File: config.mk
export PLATFORM = sky130hd
export DESIGN_NAME = mac_seq_driver_flat
export DESIGN_NICKNAME = d
export VERILOG_FILES = /design/src/rtl/mac_seq_driver_if.sv /design/src/rtl/mac_seq_driver.sv /design/src/flat_wrapper.sv
export SDC_FILE = /design/constraint.sdc
export NUM_CORES = 1
export LEC_CHECK = 0
export ABC_AREA = 1
export BUFFER_PORTS_ARGS = -buffer_cell sky130_fd_sc_hd__buf_2
export CAP_MARGIN = 20
export CORE_MARGIN = 2
export CORE_UTILIZATION = 42
export CTS_CLUSTER_DIAMETER = 120
export CTS_CLUSTER_SIZE = 12
export DETAILED_ROUTE_END_ITERATION = 10
export PLACE_DENSITY_LB_ADDON = 0.2
export SETUP_SLACK_MARGIN = 0.1
export SLEW_MARGIN = 10
export SYNTH_ARGS = -nofsm -noshare
export SYNTH_HDL_FRONTEND = slang
export SYNTH_SLANG_ARGS = --single-unit
File: constraint.sdc
create_clock -name clk -period 2.3 [get_ports clk]
set_input_delay 0.23 -clock clk [delete_from_list [all_inputs] [get_ports clk]]
set_output_delay 0.23 -clock clk [all_outputs]
set_load 0.01 [all_outputs]
File: src/rtl/mac_seq_driver_if.sv
// mac_seq_driver_if
//   Valid/done link between the sequencing driver (master) and one
//   8-bit signed MAC unit (slave).
//   mac_clr    master->slave  clears the MAC accumulator
//   mac_valid  master->slave  one-cycle transaction request
//   mac_a      master->slave  signed operand A
//   mac_b      master->slave  signed operand B
//   mac_done   slave->master  completion pulse
//   mac_y      slave->master  accumulator, valid the cycle after mac_done
interface mac_seq_driver_if;
  logic               mac_clr;
  logic               mac_valid;
  logic signed [7:0]  mac_a;
  logic signed [7:0]  mac_b;
  logic               mac_done;
  logic signed [31:0] mac_y;

  modport master (
    output mac_clr, mac_valid, mac_a, mac_b,
    input  mac_done, mac_y
  );

  modport slave (
    input  mac_clr, mac_valid, mac_a, mac_b,
    output mac_done, mac_y
  );
endinterface

File: src/rtl/mac_seq_driver.sv
// mac_seq_driver
//   Host-loaded operand-pair buffer plus a sequencer that clears a MAC unit,
//   feeds it len pairs one transaction at a time and returns the 32-bit
//   dot product the MAC accumulates.
//   clk, reset        clock, synchronous active-high reset
//   wr_en/wr_addr     host buffer write (dropped while busy)
//   wr_a/wr_b         signed operand pair written to the buffer
//   start/len         run request and pair count (dropped while busy)
//   busy              high from accepted start through the result/error cycle
//   result/result_vld dot product and its one-cycle update pulse
//   err               one-cycle pulse on bad len or MAC timeout
//   mac               master side of the MAC valid/done link
module mac_seq_driver #(
  parameter int DEPTH   = 16,
  parameter int ADDR_W  = $clog2(DEPTH),
  parameter int SETTLE  = 2,
  parameter int TIMEOUT = 64
) (
  input  logic                clk,
  input  logic                reset,
  input  logic                wr_en,
  input  logic [ADDR_W-1:0]   wr_addr,
  input  logic signed [7:0]   wr_a,
  input  logic signed [7:0]   wr_b,
  input  logic                start,
  input  logic [ADDR_W:0]     len,
  output logic                busy,
  output logic signed [31:0]  result,
  output logic                result_vld,
  output logic                err,
  mac_seq_driver_if.master    mac
);

  // SETTLE of 0 still spends one cycle in the settle state.
  localparam int ST_W        = (SETTLE > 1) ? $clog2(SETTLE) : 1;
  localparam int SETTLE_LAST = (SETTLE > 0) ? SETTLE - 1 : 0;
  localparam int WD_W        = $clog2(TIMEOUT + 1);
  localparam logic [ADDR_W:0] LEN_MAX = (ADDR_W + 1)'(DEPTH);

  typedef enum logic [2:0] {
    S_IDLE, S_CLEAR, S_SETTLE, S_ISSUE, S_WAIT, S_CAPTURE, S_ERROR
  } state_t;

  state_t              state;
  logic [ADDR_W-1:0]   idx;
  logic [ADDR_W:0]     len_q;
  logic [ST_W-1:0]     settle_cnt;
  logic [WD_W-1:0]     wd;
  logic signed [7:0]   pair_a [DEPTH];
  logic signed [7:0]   pair_b [DEPTH];
  logic                host_ok;
  logic                last_pair;

  // The result cycle is spent in IDLE with busy still high, so host
  // requests are only taken once busy has dropped.
  assign host_ok   = (state == S_IDLE) && !busy;
  assign last_pair = ({1'b0, idx} == (len_q - 1'b1));

  // Buffer is data storage only; it keeps its contents across reset.
  always_ff @(posedge clk) begin
    if (wr_en && host_ok) begin
      pair_a[wr_addr] <= wr_a;
      pair_b[wr_addr] <= wr_b;
    end
  end

  always_ff @(posedge clk) begin
    if (reset) begin
      state         <= S_IDLE;
      busy          <= 1'b0;
      result        <= '0;
      result_vld    <= 1'b0;
      err           <= 1'b0;
      mac.mac_clr   <= 1'b0;
      mac.mac_valid <= 1'b0;
      mac.mac_a     <= '0;
      mac.mac_b     <= '0;
      idx           <= '0;
      len_q         <= '0;
      settle_cnt    <= '0;
      wd            <= '0;
    end else begin
      result_vld    <= 1'b0;
      err           <= 1'b0;
      mac.mac_clr   <= 1'b0;
      mac.mac_valid <= 1'b0;
      case (state)
        S_IDLE: begin
          busy <= 1'b0;
          if (start && host_ok) begin
            len_q <= len;
            busy  <= 1'b1;
            if ((len == '0) || (len > LEN_MAX)) begin
              state <= S_ERROR;
              err   <= 1'b1;
            end else begin
              state       <= S_CLEAR;
              mac.mac_clr <= 1'b1;
            end
          end
        end
        S_CLEAR: begin
          idx        <= '0;
          settle_cnt <= '0;
          state      <= S_SETTLE;
        end
        S_SETTLE: begin
          if (settle_cnt == ST_W'(SETTLE_LAST)) begin
            mac.mac_a     <= pair_a[idx];
            mac.mac_b     <= pair_b[idx];
            mac.mac_valid <= 1'b1;
            state         <= S_ISSUE;
          end else begin
            settle_cnt <= settle_cnt + 1'b1;
          end
        end
        S_ISSUE: begin
          // wd counts cycles since mac_valid, so the ERROR cycle lands
          // exactly TIMEOUT cycles after the request.
          wd    <= WD_W'(1);
          state <= S_WAIT;
        end
        S_WAIT: begin
          if (mac.mac_done) begin
            idx <= idx + 1'b1;
            if (last_pair) begin
              state <= S_CAPTURE;
            end else begin
              mac.mac_a     <= pair_a[idx + 1'b1];
              mac.mac_b     <= pair_b[idx + 1'b1];
              mac.mac_valid <= 1'b1;
              state         <= S_ISSUE;
            end
          end else if (wd == WD_W'(TIMEOUT - 1)) begin
            err   <= 1'b1;
            state <= S_ERROR;
          end else begin
            wd <= wd + 1'b1;
          end
        end
        S_CAPTURE: begin
          // mac_y becomes valid the cycle after mac_done, i.e. now.
          result     <= mac.mac_y;
          result_vld <= 1'b1;
          state      <= S_IDLE;
        end
        S_ERROR: begin
          busy  <= 1'b0;
          state <= S_IDLE;
        end
        default: state <= S_IDLE;
      endcase
    end
  end

endmodule

File: src/flat_wrapper.sv
// flat-port wrapper written by rule: the top's interface ports become plain ports
module mac_seq_driver_flat 
#(
  parameter int DEPTH   = 16,
  parameter int ADDR_W  = $clog2(DEPTH),
  parameter int SETTLE  = 2,
  parameter int TIMEOUT = 64
)
  (clk, reset, wr_en, wr_addr, wr_a, wr_b, start, len, busy, result, result_vld, err, mac_mac_clr, mac_mac_valid, mac_mac_a, mac_mac_b, mac_mac_done, mac_mac_y);
  mac_seq_driver_if mac_i ();
  input  logic clk;
  input  logic reset;
  input  logic wr_en;
  input  logic [ADDR_W-1:0] wr_addr;
  input  logic signed [7:0] wr_a;
  input  logic signed [7:0] wr_b;
  input  logic start;
  input  logic [ADDR_W:0] len;
  output logic busy;
  output logic signed [31:0] result;
  output logic result_vld;
  output logic err;
  output wire logic [$bits(mac_i.mac_clr)-1:0] mac_mac_clr;
  output wire logic [$bits(mac_i.mac_valid)-1:0] mac_mac_valid;
  output wire logic [$bits(mac_i.mac_a)-1:0] mac_mac_a;
  output wire logic [$bits(mac_i.mac_b)-1:0] mac_mac_b;
  input wire logic [$bits(mac_i.mac_done)-1:0] mac_mac_done;
  input wire logic [$bits(mac_i.mac_y)-1:0] mac_mac_y;
  assign mac_mac_clr = mac_i.mac_clr;
  assign mac_mac_valid = mac_i.mac_valid;
  assign mac_mac_a = mac_i.mac_a;
  assign mac_mac_b = mac_i.mac_b;
  assign mac_i.mac_done = mac_mac_done;
  assign mac_i.mac_y = mac_mac_y;
  mac_seq_driver #(.DEPTH(DEPTH), .ADDR_W(ADDR_W), .SETTLE(SETTLE), .TIMEOUT(TIMEOUT)) u_core (.clk(clk), .reset(reset), .wr_en(wr_en), .wr_addr(wr_addr), .wr_a(wr_a), .wr_b(wr_b), .start(start), .len(len), .busy(busy), .result(result), .result_vld(result_vld), .err(err), .mac(mac_i));
endmodule
==> run_results.csv <==
group,metric,value,unit
status,status,"finished, final reports clean",
clock_network,root_buffer,"clkbuf_16",
global_routing,grt_max_degree,92,
power_and_ir_drop,power,22.3,mW
sta,finalSetupViolCount,0,
synth,synth_mux_area_share,0,%
sta,skew,31.7,ps
clock_network,cts.path.max_buffers,3,
floorplan,die_area,0.0416,sq mm
place,dp_slack,61.3,ps
clock_network,cts_setup_buffers,0,
synth,synth-seq-cells,333,
global_routing,grt_pass1_wl,84200,microns
setup_path,cp-start-kind,"flip-flop",
min_path,worstHoldEndpoint,"u_core.pair_b[0][7]",
floorplan,die_w,204,microns
sta,max_freq,474,MHz
global_routing,grt_overflow_total,0,
synth,synth.largest_area_cell,"edfxtp_1",
route,avgViaCountPerCell,5.46,
synth,synth-simple-area-share,28.4,%
sta,worst_pin_slew,1100,ps
place,dpl_cell_area,0.0183,sq mm
route,drt-initial-drc-count,1858,
setup_path,worstReg2RegStart,"u_core.state[0]",
final_layout,utilization,49.4,%
floorplan,initial_utilization,42.4,%
sta,slew_headroom,26.6,%
global_routing,gr-usage-met2,41.7,%
final_layout,fillers,3702,
global_routing,grt-busiest-layer,"met2",
sta,period_share,91.8,%
floorplan,dieHeight,204,microns
route,post_drt_wl_per_cell,20.4,microns
clock_network,h-tree-depth,1,
route,firstDrtPassIters,6,
sta,setup_ws,189,ps
synth,synthAdderAreaFrac,0.223,%
synth,synth_top_area_share,45.7,%
synth,synth_cells,2044,
synth,synth_top_family_by_area,"simple AND/OR/NAND/NOR gates",
setup_path,critPathMaxFanout,13,
global_routing,grtUsageMet3,5.71,%
final_layout,design_area,0.0196,sq mm
route,vias,14900,
power_and_ir_drop,pwr_density_cell,1140,mW/mm^2
final_layout,syn2layout_area_growth,16.6,%
route,drc,0,
place,place_congestion,0.875,
place,hpwl,34100,microns
synth,synthXorXnorAreaFrac,0.149,%
floorplan,core,0.0396,sq mm
synth,synthTopCellsByArea,"edfxtp_1 46%, nand2_1 14%, nand3_1 11%, dfxtp_1 9.2%, inv_1 6.3%",
synth,synth_warnings,0,
setup_path,arrival,2410,ps
synth,syn_area,0.0168,sq mm
floorplan,ios,115,
power_and_ir_drop,p_leak,8.36,nW
route,wirelength,55500,microns
place,port_buffers,114,
clock_network,cts_buffers,31,
route,drtAntennaViolNets,0,
sta,hold_viol,0,
setup_path,required,2600,ps
setup_path,r2r_slack,190,ps
synth,synth_cell_types,30,
min_path,hold_start,"wr_b[7]",
synth,synth_compound_area_share,6.07,%
global_routing,grtUsageTotal,26.5,%
synth,synth_seq_area_share,54.9,%
setup_path,r2r-end,"u_core.pair_b[10][3]",
min_path,hold_depth,1,
sta,timing.setup.tns,0,ps
global_routing,antenna_found_initial,4,
clock_network,cts.sinks,333,
floorplan,placementRows,73,
clock_network,tritoncts,"yes",
run,maxCapViolations,0,
setup_path,reg2reg_depth,6,
global_routing,grt_use_met1,36.1,%
min_path,hp-class,"in -> reg",
final_layout,fin_nets,2245,
setup_path,critical_path_class,"reg -> reg",
sta,slew_viol_final,0,
sta,rsz0062_at_grt,"yes",
final_layout,drive_gt1_share,12.5,%
clock_network,clkLatencyLatePin,610,ps
sta,finalCriticalPeriod,2110,ps
global_routing,grt_pass1_vias,14200,
power_and_ir_drop,irDropWorstVdd,1.18,mV
setup_path,crit_path_end_kind,"flip-flop",
clock_network,cts.clk_slew.worst_paths,70,ps
synth,postSynthAreaPerCell,8.22,sq um
synth,synthesis.nets,2109,
## logic make-up after synthesis
group	after synthesis
compound gates	177
buf+inv	422
fa+ha+maj	3
xor+xnor	2
simple gates	1107
flops	333
## sequential cells by signal, indices dropped and copies added (netlist names), named ones only
name                  cells
u_core.result            32
u_core.settle_cnt         1
u_core.pair_a           128
u_core.err                1
u_core.pair_b           128
u_core.mac.mac_b          8
u_core.busy               1
u_core.result_vld         1
u_core.state              3
u_core.mac.mac_clr        1
u_core.len_q              5
u_core.mac.mac_valid      1
u_core.mac.mac_a          8
u_core.idx                4
u_core.wd                 7
## layer usage
layer | vias up | wire length (microns) | part of all wire (%)
li1 | 6940 | - | -
met2 | 893 | 24500 | 44
met3 | 146 | 5950 | 11
met4 | 2 | 2060 | 3.7
met5 | - | 13 | 0.023
met1 | 6907 | 23100 | 42
## critical path, stage by stage (launching register included)
cell,delay [ps]
dfxtp_1,360
nor2_2,180
nand2_2,150
nor3b_4,400
nand3_1,270
nor2_2,240
buf_12,220
## report_power, final
| group | switching, mW | internal, mW | total [mW] |
|---|---|---|---|
| sequential | 0.332 | 6.86 | 7.19 |
| clock | 2.27 | 2.52 | 4.79 |
| combinational | 7.01 | 3.35 | 10.4 |
## worst max path at each step
stage / end / start / cells after the start
after floorplan: u_core.pair_a[0][0] / u_core.state[0] / 5
after global placement: u_core.pair_b[1][2] / u_core.state[0] / 6
after detailed placement: u_core.pair_a[1][0] / u_core.state[0] / 6
after CTS: u_core.pair_a[1][6] / u_core.state[0] / 6
after global routing: u_core.pair_a[8][4] / u_core.state[0] / 6
final: u_core.pair_b[10][3] / u_core.state[0] / 6
## cell usage after synthesis
| library cell | count |
|---|---|
| nand2_1 | 618 |
| nand3_1 | 383 |
| inv_1 | 284 |
| edfxtp_1 | 256 |
| dfxtp_1 | 77 |
| nor2_1 | 71 |
| o21ai_0 | 59 |
| buf_2 | 53 |
| a21oi_1 | 50 |
| o211ai_1 | 50 |
| clkbuf_1 | 43 |
| inv_2 | 16 |
| nand3b_1 | 16 |
| o21ai_1 | 16 |
| buf_1 | 11 |
| buf_4 | 10 |
| nor2_2 | 6 |
| buf_6 | 5 |
| nand2_2 | 4 |
| ha_1 | 3 |
| nand4_1 | 3 |
| nor3_1 | 2 |
| a22oi_1 | 1 |
| nand3_2 | 1 |
| nor2_4 | 1 |
| nor3b_2 | 1 |
| nor3b_4 | 1 |
| o2111a_1 | 1 |
| xnor2_1 | 1 |
| xnor2_2 | 1 |
## metrics by stage
step,cells,hold WS [ps]
after floorplan,2044,329
after global placement,2634,429
after detailed placement,2634,434
after CTS,2727,4.65
after global routing,2727,33.2
final,2728,26.6
## what timing repair did
action                                  in CTS  in global routing
hold endpoints to repair                    48                  0
pin swaps                                    0                  0
endpoints found under the setup margin      16                 58
resized for setup                            1                  6
hold buffers                                38                  0
## cell type report
class	count	area (sq um)	area share [%]
antenna	1	2.50	0.0128
clock buffer	53	858	4.38
clock inverter	2	25.0	0.128
inverter	300	1130	5.75
multi-input combinational	1289	5940	30.3
sequential	333	9240	47.2
tap	525	657	3.35
timing repair buffer	225	1740	8.87
## cells in the final DEF (no fill, tap or decap), types with 19 or more instances in the layout
cell           netlist  routed
nand3_1            383     379
buf_2               53     114
buf_4               10      54
a21oi_1             50      50
clkbuf_1            43      22
dfxtp_1             77      74
nor2_1              71      55
clkbuf_16            0      31
dlygate4sd3_1        0      38
o21ai_0             59      59
nor2_2               6      21
edfxtp_1           256     256
o211ai_1            50      50
inv_1              284     284
buf_12               0      19
nand2_1            618     617
(Power assumes the default switching activity.)
